[src/rtl/vme_dac_spi_ctrl_pkg.sv]
// vme_dac_pkg: register map, status bit positions, shifter state encoding and FIFO depth for the DAC SPI controller
package vme_dac_pkg;
   localparam logic [1:0] REG_DATA   = 2'd0;
   localparam logic [1:0] REG_STATUS = 2'd1;
   localparam int ST_BUSY    = 0;
   localparam int ST_OVR     = 1;
   localparam int ST_LVL_LSB = 8;
   localparam logic [2:0] S_IDLE     = 3'd0;
   localparam logic [2:0] S_SETUP    = 3'd1;
   localparam logic [2:0] S_SHIFT_HI = 3'd2;
   localparam logic [2:0] S_SHIFT_LO = 3'd3;
   localparam logic [2:0] S_HOLD     = 3'd4;
   localparam logic [2:0] S_GAP      = 3'd5;
   localparam int FIFO_DEPTH = 4;
endpackage

[src/rtl/vme_dac_spi_ctrl_if.sv]
// vme_dac_spi_ctrl_if: Wishbone classic-cycle signals between the VME64x master port and the DAC controller
interface vme_dac_spi_ctrl_if;
   logic        cyc_i;
   logic        stb_i;
   logic        we_i;
   logic [1:0]  adr_i;
   logic [31:0] dat_i;
   logic [31:0] dat_o;
   logic        ack_o;
   modport slave  (input cyc_i, stb_i, we_i, adr_i, dat_i, output dat_o, ack_o);
   modport master (output cyc_i, stb_i, we_i, adr_i, dat_i, input dat_o, ack_o);
endinterface

[src/rtl/vme_dac_spi_ctrl_shifter.sv]
// dac_spi_shifter: sequences one MSB-first SPI frame (setup, NBITS low/high sck pairs, hold, inter-frame gap)
module dac_spi_shifter
   import vme_dac_pkg::*;
#(
   parameter int CLK_DIV = 4,
   parameter int NBITS   = 24
) (
   input  logic             clk_i,
   input  logic             rst_i,
   input  logic             start_i,
   input  logic [NBITS-1:0] word_i,
   output logic             busy_o,
   output logic             rdy_o,
   output logic             sck_o,
   output logic             sdo_o,
   output logic             cs_n_o
);
   localparam logic [7:0] DIV_RLD = 8'(CLK_DIV - 1);
   localparam logic [5:0] BIT_RLD = 6'(NBITS);
   logic [2:0]       state_q, state_d;
   logic [7:0]       div_q, div_d;
   logic [5:0]       bit_q, bit_d;
   logic [NBITS-1:0] sh_q, sh_d;
   logic             phase_end, gap_end, load, lo_end;

   assign phase_end = div_q == 8'd0;
   assign gap_end   = state_q == S_GAP && phase_end && bit_q == 6'd0;
   assign rdy_o     = state_q == S_IDLE || gap_end;
   assign load      = state_d == S_SETUP && state_q != S_SETUP;
   assign lo_end    = state_q == S_SHIFT_LO && phase_end;

   // state, counters and shift register
   always_ff @(posedge clk_i) begin
      if (rst_i) begin
         state_q <= S_IDLE;
         div_q   <= '0;
         bit_q   <= '0;
         sh_q    <= '0;
      end else begin
         state_q <= state_d;
         div_q   <= div_d;
         bit_q   <= bit_d;
         sh_q    <= sh_d;
      end
   end

   // next state: every timed phase ends when the half-period counter hits zero
   always_comb begin
      state_d = state_q;
      case (state_q)
         S_IDLE:     if (start_i) state_d = S_SETUP;
         S_SETUP:    if (phase_end) state_d = S_SHIFT_LO;
         S_SHIFT_LO: if (phase_end) state_d = S_SHIFT_HI;
         S_SHIFT_HI: if (phase_end) state_d = bit_q == 6'd0 ? S_HOLD : S_SHIFT_LO;
         S_HOLD:     if (phase_end) state_d = S_GAP;
         S_GAP:      if (gap_end) state_d = start_i ? S_SETUP : S_IDLE;
         default:    state_d = S_IDLE;
      endcase
   end

   // counters: bit_q counts low phases down, then is reused as the two-half-period gap count
   always_comb begin
      div_d = (state_d != state_q || phase_end || state_q == S_IDLE) ? DIV_RLD : div_q - 8'd1;
      bit_d = load ? BIT_RLD :
              lo_end ? bit_q - 6'd1 :
              (state_q == S_HOLD && phase_end) ? 6'd1 :
              (state_q == S_GAP && phase_end && bit_q != 6'd0) ? bit_q - 6'd1 : bit_q;
      sh_d  = load ? word_i : lo_end ? {sh_q[NBITS-2:0], 1'b0} : sh_q;
   end

   // pin outputs decoded from the registered state; sdo is forced low while deselected
   always_comb begin
      busy_o = state_q != S_IDLE;
      sck_o  = state_q != S_SHIFT_LO;
      cs_n_o = state_q == S_IDLE || state_q == S_GAP;
      sdo_o  = cs_n_o ? 1'b0 : sh_q[NBITS-1];
   end
endmodule

[src/rtl/vme_dac_spi_ctrl.sv]
// vme_dac_spi_ctrl: Wishbone slave front end for the bias DAC shifter; define DAC_SPI_QUEUE_EN for a 4-deep write FIFO
module vme_dac_spi_ctrl
   import vme_dac_pkg::*;
#(
   parameter int CLK_DIV = 4,
   parameter int NBITS   = 24
) (
   input  logic              clk_i,
   input  logic              rst_i,
   vme_dac_spi_ctrl_if.slave wb,
   output logic              dac_sck_o,
   output logic              dac_sdo_o,
   output logic              dac_cs_n_o
);
   logic             ack_q, ack_d, ovr_q, ovr_d;
   logic [31:0]      dat_q, dat_d, stat, rdata;
   logic [NBITS-1:0] data_q, data_d, word;
   logic [7:0]       level;
   logic             req, com, wr_data, rd_stat, start, drop, accept, busy, sh_busy, sh_rdy;

   assign req     = wb.cyc_i & wb.stb_i;
   assign com     = req & ack_q;
   assign wr_data = com & wb.we_i & (wb.adr_i == REG_DATA);
   assign rd_stat = com & ~wb.we_i & (wb.adr_i == REG_STATUS);

`ifdef DAC_SPI_QUEUE_EN
   localparam int AW = $clog2(FIFO_DEPTH);
   logic [NBITS-1:0] fifo_q [FIFO_DEPTH];
   logic [AW-1:0]    rd_q, wr_q;
   logic [AW:0]      cnt_q;
   logic             direct, push, pop;

   assign pop    = cnt_q != '0 && sh_rdy;
   assign direct = wr_data && sh_rdy && cnt_q == '0;
   assign push   = wr_data && !direct && cnt_q != (AW+1)'(FIFO_DEPTH);
   assign drop   = wr_data && !direct && !push;
   assign start  = direct || pop;
   assign accept = direct || push;
   assign word   = pop ? fifo_q[rd_q] : wb.dat_i[NBITS-1:0];
   assign busy   = sh_busy || cnt_q != '0;
   assign level  = 8'(cnt_q);

   // FIFO pointers and occupancy; reset flushes the queue
   always_ff @(posedge clk_i) begin
      if (rst_i) begin
         rd_q  <= '0;
         wr_q  <= '0;
         cnt_q <= '0;
      end else begin
         wr_q  <= wr_q + AW'(push);
         rd_q  <= rd_q + AW'(pop);
         cnt_q <= cnt_q + (AW+1)'(push) - (AW+1)'(pop);
      end
   end

   // FIFO storage, written only on push
   always_ff @(posedge clk_i) begin
      if (push) fifo_q[wr_q] <= wb.dat_i[NBITS-1:0];
   end
`else
   assign start  = wr_data && sh_rdy && !sh_busy;
   assign drop   = wr_data && !start;
   assign accept = start;
   assign word   = wb.dat_i[NBITS-1:0];
   assign busy   = sh_busy;
   assign level  = '0;
`endif

   // register decode: single-cycle ack, read data latched with the ack, writes and read-clear commit in the ack cycle
   always_comb begin
      stat                    = '0;
      stat[ST_BUSY]           = busy;
      stat[ST_OVR]            = ovr_q;
      stat[ST_LVL_LSB +: 8]   = level;
      rdata  = wb.adr_i == REG_DATA ? 32'(data_q) : wb.adr_i == REG_STATUS ? stat : '0;
      ack_d  = req & ~ack_q;
      dat_d  = (ack_d && !wb.we_i) ? rdata : '0;
      ovr_d  = drop | (ovr_q & ~rd_stat);
      data_d = accept ? wb.dat_i[NBITS-1:0] : data_q;
   end

   // bus-side registers
   always_ff @(posedge clk_i) begin
      if (rst_i) begin
         ack_q  <= 1'b0;
         dat_q  <= '0;
         ovr_q  <= 1'b0;
         data_q <= '0;
      end else begin
         ack_q  <= ack_d;
         dat_q  <= dat_d;
         ovr_q  <= ovr_d;
         data_q <= data_d;
      end
   end

   assign wb.ack_o = ack_q;
   assign wb.dat_o = dat_q;

   dac_spi_shifter #(.CLK_DIV(CLK_DIV), .NBITS(NBITS)) u_shifter (
      .clk_i,
      .rst_i,
      .start_i (start),
      .word_i  (word),
      .busy_o  (sh_busy),
      .rdy_o   (sh_rdy),
      .sck_o   (dac_sck_o),
      .sdo_o   (dac_sdo_o),
      .cs_n_o  (dac_cs_n_o)
   );
endmodule

[src/flat_wrapper.sv]
// flat-port wrapper written by rule: the top's interface ports become plain ports
module vme_dac_spi_ctrl_flat import vme_dac_pkg::*;
#(
   parameter int CLK_DIV = 4,
   parameter int NBITS   = 24
)
  (clk_i, rst_i, dac_sck_o, dac_sdo_o, dac_cs_n_o, wb_cyc_i, wb_stb_i, wb_we_i, wb_adr_i, wb_dat_i, wb_dat_o, wb_ack_o);
  vme_dac_spi_ctrl_if wb_i ();
  input  logic clk_i;
  input  logic rst_i;
  output logic dac_sck_o;
  output logic dac_sdo_o;
  output logic dac_cs_n_o;
  input wire logic [$bits(wb_i.cyc_i)-1:0] wb_cyc_i;
  input wire logic [$bits(wb_i.stb_i)-1:0] wb_stb_i;
  input wire logic [$bits(wb_i.we_i)-1:0] wb_we_i;
  input wire logic [$bits(wb_i.adr_i)-1:0] wb_adr_i;
  input wire logic [$bits(wb_i.dat_i)-1:0] wb_dat_i;
  output wire logic [$bits(wb_i.dat_o)-1:0] wb_dat_o;
  output wire logic [$bits(wb_i.ack_o)-1:0] wb_ack_o;
  assign wb_i.cyc_i = wb_cyc_i;
  assign wb_i.stb_i = wb_stb_i;
  assign wb_i.we_i = wb_we_i;
  assign wb_i.adr_i = wb_adr_i;
  assign wb_i.dat_i = wb_dat_i;
  assign wb_dat_o = wb_i.dat_o;
  assign wb_ack_o = wb_i.ack_o;
  vme_dac_spi_ctrl #(.CLK_DIV(CLK_DIV), .NBITS(NBITS)) u_core (.clk_i(clk_i), .rst_i(rst_i), .wb(wb_i), .dac_sck_o(dac_sck_o), .dac_sdo_o(dac_sdo_o), .dac_cs_n_o(dac_cs_n_o));
endmodule
[config.mk]
export PLATFORM = sky130hd
export DESIGN_NAME = vme_dac_spi_ctrl_flat
export DESIGN_NICKNAME = d
export VERILOG_FILES = /design/src/rtl/vme_dac_spi_ctrl_pkg.sv /design/src/rtl/vme_dac_spi_ctrl_if.sv /design/src/rtl/vme_dac_spi_ctrl_shifter.sv /design/src/rtl/vme_dac_spi_ctrl.sv /design/src/flat_wrapper.sv
export SDC_FILE = /design/constraint.sdc
export NUM_CORES = 1
export LEC_CHECK = 0
export ABC_AREA = 1
export CAP_MARGIN = 20
export CELL_PAD_IN_SITES_DETAIL_PLACEMENT = 1
export CELL_PAD_IN_SITES_GLOBAL_PLACEMENT = 1
export CORE_MARGIN = 1
export CORE_UTILIZATION = 33
export DETAILED_ROUTE_END_ITERATION = 8
export GPL_ROUTABILITY_DRIVEN = 0
export GPL_TIMING_DRIVEN = 0
export PLACE_DENSITY = 0.74
export SETUP_SLACK_MARGIN = 0.15
export SLEW_MARGIN = 20
export SYNTH_ARGS = -nofsm -noshare
export SYNTH_HDL_FRONTEND = slang
export SYNTH_SLANG_ARGS = --single-unit
[constraint.sdc]
create_clock -name clk_i -period 1.5 [get_ports clk_i]
set_clock_uncertainty 0.05 [all_clocks]
set_input_delay 0.3 -clock clk_i [delete_from_list [all_inputs] [get_ports clk_i]]
set_output_delay 0.3 -clock clk_i [all_outputs]
set_load 0.02 [all_outputs]
==> metrics, run 1 <==
Synth top area share approximately half; Slowest Stage Delay on Critical Path 410 ps; yosys warns 0; Pre-Repair DR Iteration Count 6; MaxCap Viol Count 0; ant diodes 0; Hold Fails Final Rpt 0; Sink Count 91; clock-pin slew on the worst setup and hold paths 90 ps; Mapped Cells 466; pre-CTS WS -710 ps; kind of critical path reg2out; WL per Instance 17.1 um; Core Area between 0.01 and 0.015 mm^2; vias in the first global route between 3000 and 4000; PD cells about 760 mW/mm^2; root buf cell clkbuf_8; port bufs 57; largest net degree at the start of global routing 16; Relative slew margins 50.3%; final number of max-transition violations 0; violated checks design-rule violations, negative setup slack; slowest CP cell dfxtp_4; drt total wl around 12000 um; RSZ-0062 raised after global routing yes; critical path arrival between 1000 and 1500 ps; initial antenna violation count 0; Worst IR Drop VDD 0.556 mV; die footprint 0.0115 mm^2; worst-path fanout max 6; CP cell instances inv_2 -> nand3_2 -> inv_2 -> or2_4 -> nor2_4 -> buf_6; Least-Margin Pin Slew 745 ps; syn avg cell area 7.86 um^2; FF+latch area 0.00184 mm^2; Seq/Total Area, Yosys between 40% and 50%; final setup violation count 45; Crit path top cell by count inv_2; Area growth syn-to-layout 58.9%; Crit path required time about 1200 ps; chip height 107 um; Num CTS Buffers 9; setup TNS -6090 ps; first-pass GRT wire length 19000 um; global route overflow 0; Post-synth ARST share 0%; footprint of the multi-input gates 0.00227 mm^2; nets 613; htree depth 3; GRT Util Overall a little over a fifth; post-DR vias/cell approximately 5.0; DR iter-0 viols 75; status complete, but fails checks; CTS tree built; Top FF cell, synth dfxtp_1; Yosys reg bits just over 90; DRT antenna net count 0; top post-synthesis cells by area dfxtp_1 (50%), nor2_1 (9.3%), a21oi_1 (7.5%); Vias ~3600; Synth Cell Area about 0.0037 mm^2; share of cells above drive strength 1 46.7%; minimum clock period between 1500 and 2000 ps; CP Capture Type output port; Initial Util about 34%; Max Fclk roughly 0.58 GHz; cell family with most CP delay flip-flops; period utilization 116%; crit start category flip-flop; Clock Path Buffers 2; CP Buf/Inv Count 3; post-detail-place hpwl between 7000 and 8000 um; FILL cells 1243; Skew-Pair Late Insertion Delay approximately 370 ps; HP Class in2reg; Die Wd 107 um; Post-synth EDFFs 0; Pleak approximately 2.2 nW; Distinct cells, synth 28; Post-synth top cells dfxtp_1 (91), nor2_1 (91), a21oi_1 (55); PnR worst setup slack -235 ps; Ports 75; area leader, netlist dfxtp_1; drt drc 1; row count 38; Post-CTS Hold Fix Bufs 0; Total Power between 0.004 and 0.005 W
## registers in the layout, indices dropped and copies added, names as in the netlist
name and count:
u_core.u_shifter.div_q 8, u_core.ovr_q 1, u_core.u_shifter.state_q 3, u_core.wb.ack_o 1, u_core.u_shifter.bit_q 6, u_core.u_shifter.sh_q 24, u_core.data_q 24, u_core.wb.dat_o 24
## metal layers
metal,up-vias,global-route usage (%),wire length [um]
met5,-,0,0
li1,1697,-,-
met2,82,39.0,6570
met1,1751,24.7,5020
met3,22,4.12,420
met4,0,8.12,268
## placed cells by master (no fill, tap or decap), drive strengths merged
master,count
a211oi,21
a21oi,55
a31oi,1
buf,59
clkbuf,33
clkdlybuf4s15,7
clkdlybuf4s50,25
clkinv,3
clkinvlp,1
conb,8
dfxtp,91
dlygate4sd2,4
ha,3
inv,56
nand2,49
nand3,38
nand4,3
nor2,96
nor3,6
o211ai,1
o21ai,7
or2,1
xnor2,4
xor2,4
## cell type report
class	instances	area share, %
clock buffer	11	2.60
timing repair buffer	87	14.3
buffer	30	5.16
inverter	55	3.76
multi-input combinational	297	39.0
sequential	91	31.6
tap	140	3.01
clock inverter	5	0.602
## cell families (layout without fill, tap and decap cells)
group,after synthesis,in the layout,share of synthesized area (%)
AND/OR/NAND/NOR,193,193,22.6
flip-flops,91,91,49.7
AO/OA/AOI/OAI,85,85,13.6
buffers and inverters,85,188,11.0
XOR/XNOR,8,8,1.91
adder cells (fa/ha/maj),3,3,1.02
other,1,8,0.102
## report_power, final
part	internal, W	switching (W)	total (W)	leakage (nW)
registers	0.00242	0.00000757	0.00243	0.738
clock network	0.000697	0.000920	0.00162	0.0957
logic	0.000176	0.000186	0.000362	1.35
## through the flow
stage          instance area (um^2)  hold slack [ps]  cells  util (%)
6_report                       5820              338    716      53.7
3_5_place_dp                   4540              382    670      41.9
3_3_place_gp                   4540              382    670      41.9
4_1_cts                        5560              298    710      51.3
5_1_grt                        5820              346    716      53.7
2_1_floorplan                  3800              358    473         -
## worst register-to-register path, cell delays in order (launching register included)
cell and delay [ps]:
dfxtp_1 380, nor2_4 120, nand2_2 80, nor2_4 190
buf_6 180, nand2_4 50, nand2_2 80, nand4_1 240
nand3_4 220, nor2_1 60
## what timing repair did
item                                    CTS  global route
gates cloned                              3             1
gates resized for setup                 230            86
pin swaps                                36            32
endpoints found under the setup margin  113           100
setup buffers                            21             5
## worst paths after layout
kind | startpoint | to | slack, ps | cells after the start
max reg2reg | u_core.u_shifter.div_q[2]$_SDFF_PP0_ | u_core.u_shifter.div_q[5]$_SDFF_PP0_ | -220 | 9
max | u_core.u_shifter.state_q[1]$_SDFF_PP0_ | dac_sdo_o | -240 | 6
min reg2reg | u_core.data_q[23]$_SDFFE_PP0P_ | u_core.wb.dat_o[23]$_SDFF_PP0_ | 390 | 2
min | wb_cyc_i | u_core.wb.ack_o$_SDFF_PP0_ | 340 | 3
No activity file was read; power rests on OpenSTA's default activity.
==> inputs of run 2 (changes only) <==
--- a/config.mk
+++ b/config.mk
@@ -7,14 +7,12 @@
 export LEC_CHECK = 0
 export ABC_AREA = 1
 export CAP_MARGIN = 20
-export CELL_PAD_IN_SITES_DETAIL_PLACEMENT = 1
-export CELL_PAD_IN_SITES_GLOBAL_PLACEMENT = 1
 export CORE_MARGIN = 1
-export CORE_UTILIZATION = 33
+export CORE_UTILIZATION = 35
 export DETAILED_ROUTE_END_ITERATION = 8
 export GPL_ROUTABILITY_DRIVEN = 0
 export GPL_TIMING_DRIVEN = 0
-export PLACE_DENSITY = 0.74
+export PLACE_DENSITY = 0.59
 export SETUP_SLACK_MARGIN = 0.15
 export SLEW_MARGIN = 20
 export SYNTH_ARGS = -nofsm -noshare
==> metrics, run 2 (same netlist as run 1, synthesis figures left out) <==
status complete, but fails checks; violated checks negative setup slack; vias in the first global route 3340; row count 36; Pre-Repair DR Iteration Count 4; kind of critical path reg2reg; crit start category flip-flop; PnR worst setup slack -212 ps; CTS tree built; post-DR vias/cell about 4.8; root buf cell clkbuf_8; worst-path fanout max 6; nets approximately 630; Die Wd roughly 100 um; Num CTS Buffers 9; drt total wl a little over 10000 um; DR iter-0 viols 140; Pleak between 2 and 2.5 nW; critical path arrival between 1500 and 2000 ps; GRT Util Overall roughly 18%; post-detail-place hpwl ~6000 um; Skew-Pair Late Insertion Delay 360 ps; Vias 3489; Crit path required time roughly 1700 ps; most frequent cells in the layout dfxtp_1 (82), nor2_1 (61), inv_1 (44), buf_4 (36), a21oi_2 (35); Clock Path Buffers 2; CP Capture Type flip-flop; Core Area between 0.009 and 0.01 mm^2; Initial Util between 30% and 40%; Sink Count 91; HP Class in2reg; global route overflow 0; drt drc 0; Ports 75; die footprint 0.0109 mm^2; ant diodes 0; largest net degree at the start of global routing 17; clock-pin slew on the worst setup and hold paths 100 ps; pre-CTS WS -608 ps; Hold Fails Final Rpt 0; final setup violation count between 60 and 70; RSZ-0062 raised after global routing yes; MaxCap Viol Count 0; htree depth 3; initial antenna violation count 0; share of cells above drive strength 1 42.4%; period utilization 114%; Area growth syn-to-layout 62.6%; final number of max-transition violations 0; commonest non-fill, non-tap cell in the layout dfxtp_1; port bufs between 50 and 60; minimum clock period 1710 ps; WL per Instance 14.0 um; Relative slew margins 50.6%; fin util 59.8%; Least-Margin Pin Slew roughly 740 ps; chip height 104 um; first-pass GRT wire length ~16000 um; Max Fclk approximately 0.6 GHz; DRT antenna net count 0; Worst IR Drop VDD between 0.4 and 0.5 mV; PD cells approximately 720 mW/mm^2
[run 2: routing by layer]
metal,vias up,wire length [um],global-route usage (%)
met5,-,0,0
met4,0,117,6.63
met3,8,427,2.51
met2,96,5140,31.3
met1,1643,4540,23.7
li1,1742,-,-
[run 2: report_power, final]
part	internal, W	switching [W]
registers	0.00242	0.00000625
logic	0.000162	0.000169
clock network	0.000611	0.000913
[run 2: repair_timing]
action | CTS | global route
resized for setup | 198 | 91
gates cloned | 9 | 2
endpoints found under the setup margin | 113 | 100
hold buffers | 0 | 0
setup buffers | 25 | 15
pin swaps | 19 | 20
[run 2: layout make-up]
cell class,instances,area [um^2]
Buffer,30,299
Sequential cell,91,1840
Inverter,55,229
Tap cell,133,166
Clock buffer,9,124
Multi-Input combinational cell,298,2120
Fill cell,829,4000
Clock inverter,6,50.0
Timing Repair Buffer,107,1130
[run 2: final timing paths]
check,cells past startpoint,to,from,slack (ps)
setup / recovery,11,u_core.data_q[14]$_SDFFE_PP0P_,u_core.u_shifter.state_q[0]$_SDFF_PP0_,-210
hold / removal,3,u_core.wb.ack_o$_SDFF_PP0_,wb_stb_i,310
hold reg to reg,2,u_core.wb.dat_o[4]$_SDFF_PP0_,u_core.data_q[4]$_SDFFE_PP0P_,400
setup reg to reg,11,u_core.data_q[14]$_SDFFE_PP0P_,u_core.u_shifter.state_q[0]$_SDFF_PP0_,-210
[run 2: critical path, cell delays in order, from the launching register on]
cell	delay, ps
dfxtp_2	350
inv_4	80
nand3_4	90
inv_4	70
buf_6	90
buf_6	120
nand2_8	70
buf_12	150
buf_16	150
buf_12	130
buf_16	130
a211oi_2	170
[run 2: metrics by stage]
stage | setup TNS (ps) | area [um^2] | total power [W] | std cells | hold WS, ps
2_1_floorplan | 0 | 3800 | 0.00261 | 473 | 358
6_report | -6410 | 5960 | 0.00428 | 729 | 314
3_3_place_gp | -34130 | 4540 | 0.00272 | 663 | 374
5_1_grt | -10970 | 5960 | 0.00444 | 729 | 335
3_5_place_dp | -36390 | 4540 | 0.00273 | 663 | 376
4_1_cts | -6410 | 5630 | 0.00427 | 712 | 303
==> inputs of run 3 (changes only) <==
--- a/config.mk
+++ b/config.mk
@@ -12,7 +12,7 @@
 export DETAILED_ROUTE_END_ITERATION = 8
 export GPL_ROUTABILITY_DRIVEN = 0
 export GPL_TIMING_DRIVEN = 0
-export PLACE_DENSITY = 0.59
+export PLACE_DENSITY = 0.68
 export SETUP_SLACK_MARGIN = 0.15
 export SLEW_MARGIN = 20
 export SYNTH_ARGS = -nofsm -noshare
==> constraint.sdc (replaced) <==
create_clock -name clk_i -period 1.5 [get_ports clk_i]
set_clock_uncertainty 0.05 [all_clocks]
set_input_delay 0.225 -clock clk_i [delete_from_list [all_inputs] [get_ports clk_i]]
set_output_delay 0.225 -clock clk_i [all_outputs]
set_load 0.02 [all_outputs]
==> metrics, run 3 (same netlist as run 1, synthesis figures left out) <==
period utilization 115%; post-DR vias/cell between 5 and 6; CP cell instances nor2_2 -> nand2_4 -> nor2_4 -> buf_6 -> nand2_2 -> nand2_2 -> nand4_1 -> nand3_4 -> nor2_1; initial antenna violation count 0; RSZ-0062 raised after global routing yes; Comb pwr share around 7.3%; most frequent cells in the layout dfxtp_1 (83), nor2_1 (69), inv_1 (47), a21oi_2 (42), nand2_1 (35); footprint of the multi-input gates 0.00207 mm^2; Crit path required time approximately 1700 ps; drt total wl ~11000 um; Int Power between 0.003 and 0.004 W; Cell Count Post-Placement 663; Worst IR Drop VDD between 0.4 and 0.5 mV; DRT antenna net count 0; Crit path top cell by count nand2_2; cell family with most CP delay simple AND/OR/NAND/NOR gates; Post-DP Area between 0.004 and 0.005 mm^2; post-detail-place hpwl between 6000 and 7000 um; Post-CTS Hold Fix Bufs 0; final number of max-transition violations 0; clock-pin slew on the worst setup and hold paths around 90 ps; CTS tree built; drt drc 0; Vias ~3700; Seq pwr share 53.7%; final setup violation count 45; Max Fclk 0.579 GHz; Clock Path Buffers 2; PD cells about 770 mW/mm^2; Skew-Pair Late Insertion Delay 380 ps; kind of critical path reg2reg; Initial Util 36.8%; DR iter-0 viols around 190; row count 36; Ports 75; slowest CP cell dfxtp_1; root buf cell clkbuf_8; violated checks negative setup slack; Core Area around 0.010 mm^2; clock power share 39.0%; FF+latch area approximately 0.0018 mm^2; die footprint about 0.011 mm^2; chip height 104 um; GRT Util Overall a little under a fifth; worst-path fanout max 6; Die Wd between 100 and 150 um; CP Capture Type flip-flop; global route overflow 0; HP Class in2reg; vias in the first global route between 3000 and 4000; switching power approximately 0.0011 W; Relative slew margins between 50% and 60%; Least-Margin Pin Slew approximately 730 ps; WL per Instance between 15 and 20 um; Pre-Repair DR Iteration Count 5; minimum clock period about 1700 ps; first-pass GRT wire length 16100 um; nets roughly 630; Sink Count 91; Num CTS Buffers 9; FILL cells around 800; htree depth 3; PnR worst setup slack -228 ps; ant diodes 0; status complete, but fails checks; Hold Fails Final Rpt 0; Slowest Stage Delay on Critical Path ~340 ps; setup TNS -7100 ps; Pleak ~2.4 nW; MaxCap Viol Count 0; commonest non-fill, non-tap cell in the layout dfxtp_1; hold_ws around 130 ps; CP Buf/Inv Count 1; Total Power around 0.0045 W; Non-Filler Instances 725; Area growth syn-to-layout 59.8%; largest net degree at the start of global routing 17; Final Cell Area a little under 0.006 mm^2; critical path arrival about 2000 ps; crit start category flip-flop; Sw Ratio 24.4%; port bufs 57; share of cells above drive strength 1 about two fifths
[run 3: changes by cell type in the layout (fill, tap and decap cells not counted), sizes merged, moves of 3 or more]
cell and delta:
buf -6, clkdlybuf4s15 -7, dlymetal6s2s +3, dlygate4sd2 +21, clkbuf -14
[run 3: what timing repair did]
item / CTS / global route
setup endpoints to repair: 113 / 89
resized for setup: 139 / 83
pin swaps: 15 / 26
cloned: 4 / 5
buffers inserted: 25 / 12
[run 3: tightest hold or removal path, stage by stage]
cell and delay (ps):
dlymetal6s2s_1 160, nand2_1 80, nor3_2 50
[run 3: routing by layer]
layer  global-route usage [%]  wire [um]
met5                        0          0
met4                     10.3        513
met3                     2.94        531
met2                     30.7       5350
met1                     22.5       4640
[run 3: worst paths after layout]
kind                            slack, ps                              endpoint  cells past startpoint                                 start
worst max register to register       -230  u_core.u_shifter.div_q[2]$_SDFF_PP0_                      9  u_core.u_shifter.div_q[7]$_SDFF_PP0_
worst min register to register        410        u_core.wb.dat_o[18]$_SDFF_PP0_                      2        u_core.data_q[18]$_SDFFE_PP0P_
worst min-delay path                  130            u_core.wb.ack_o$_SDFF_PP0_                      3                              wb_stb_i
worst max-delay path                 -230  u_core.u_shifter.div_q[2]$_SDFF_PP0_                      9  u_core.u_shifter.div_q[7]$_SDFF_PP0_
[run 3: per-stage QoR]
step	worst slack, ps	utilization (%)
2_1_floorplan	90.1	-
3_3_place_gp	-480	45.6
3_5_place_dp	-501	45.6
4_1_cts	-143	53.6
5_1_grt	-328	58.8
6_report	-228	58.8
[run 3: layout make-up]
cell class	count	area share, %
clock buffers	10	2.35
clock inverters	6	1.22
multi-input cells	298	35.3
repair buffers	102	18.1
flip-flops and latches	91	31.4
plain buffers	30	4.94
well taps	133	2.84
inverters	55	3.83
[run 3: power by group through the flow]
stage	sequential (W)	combinational [W]	clock, W
finish	0.00243	0.000332	0.00176
global route	0.00243	0.000354	0.00190
CTS	0.00243	0.000294	0.00177
detailed placement	0.00248	0.000244	0
global placement	0.00248	0.000240	0
floorplan	0.00248	0.000127	0
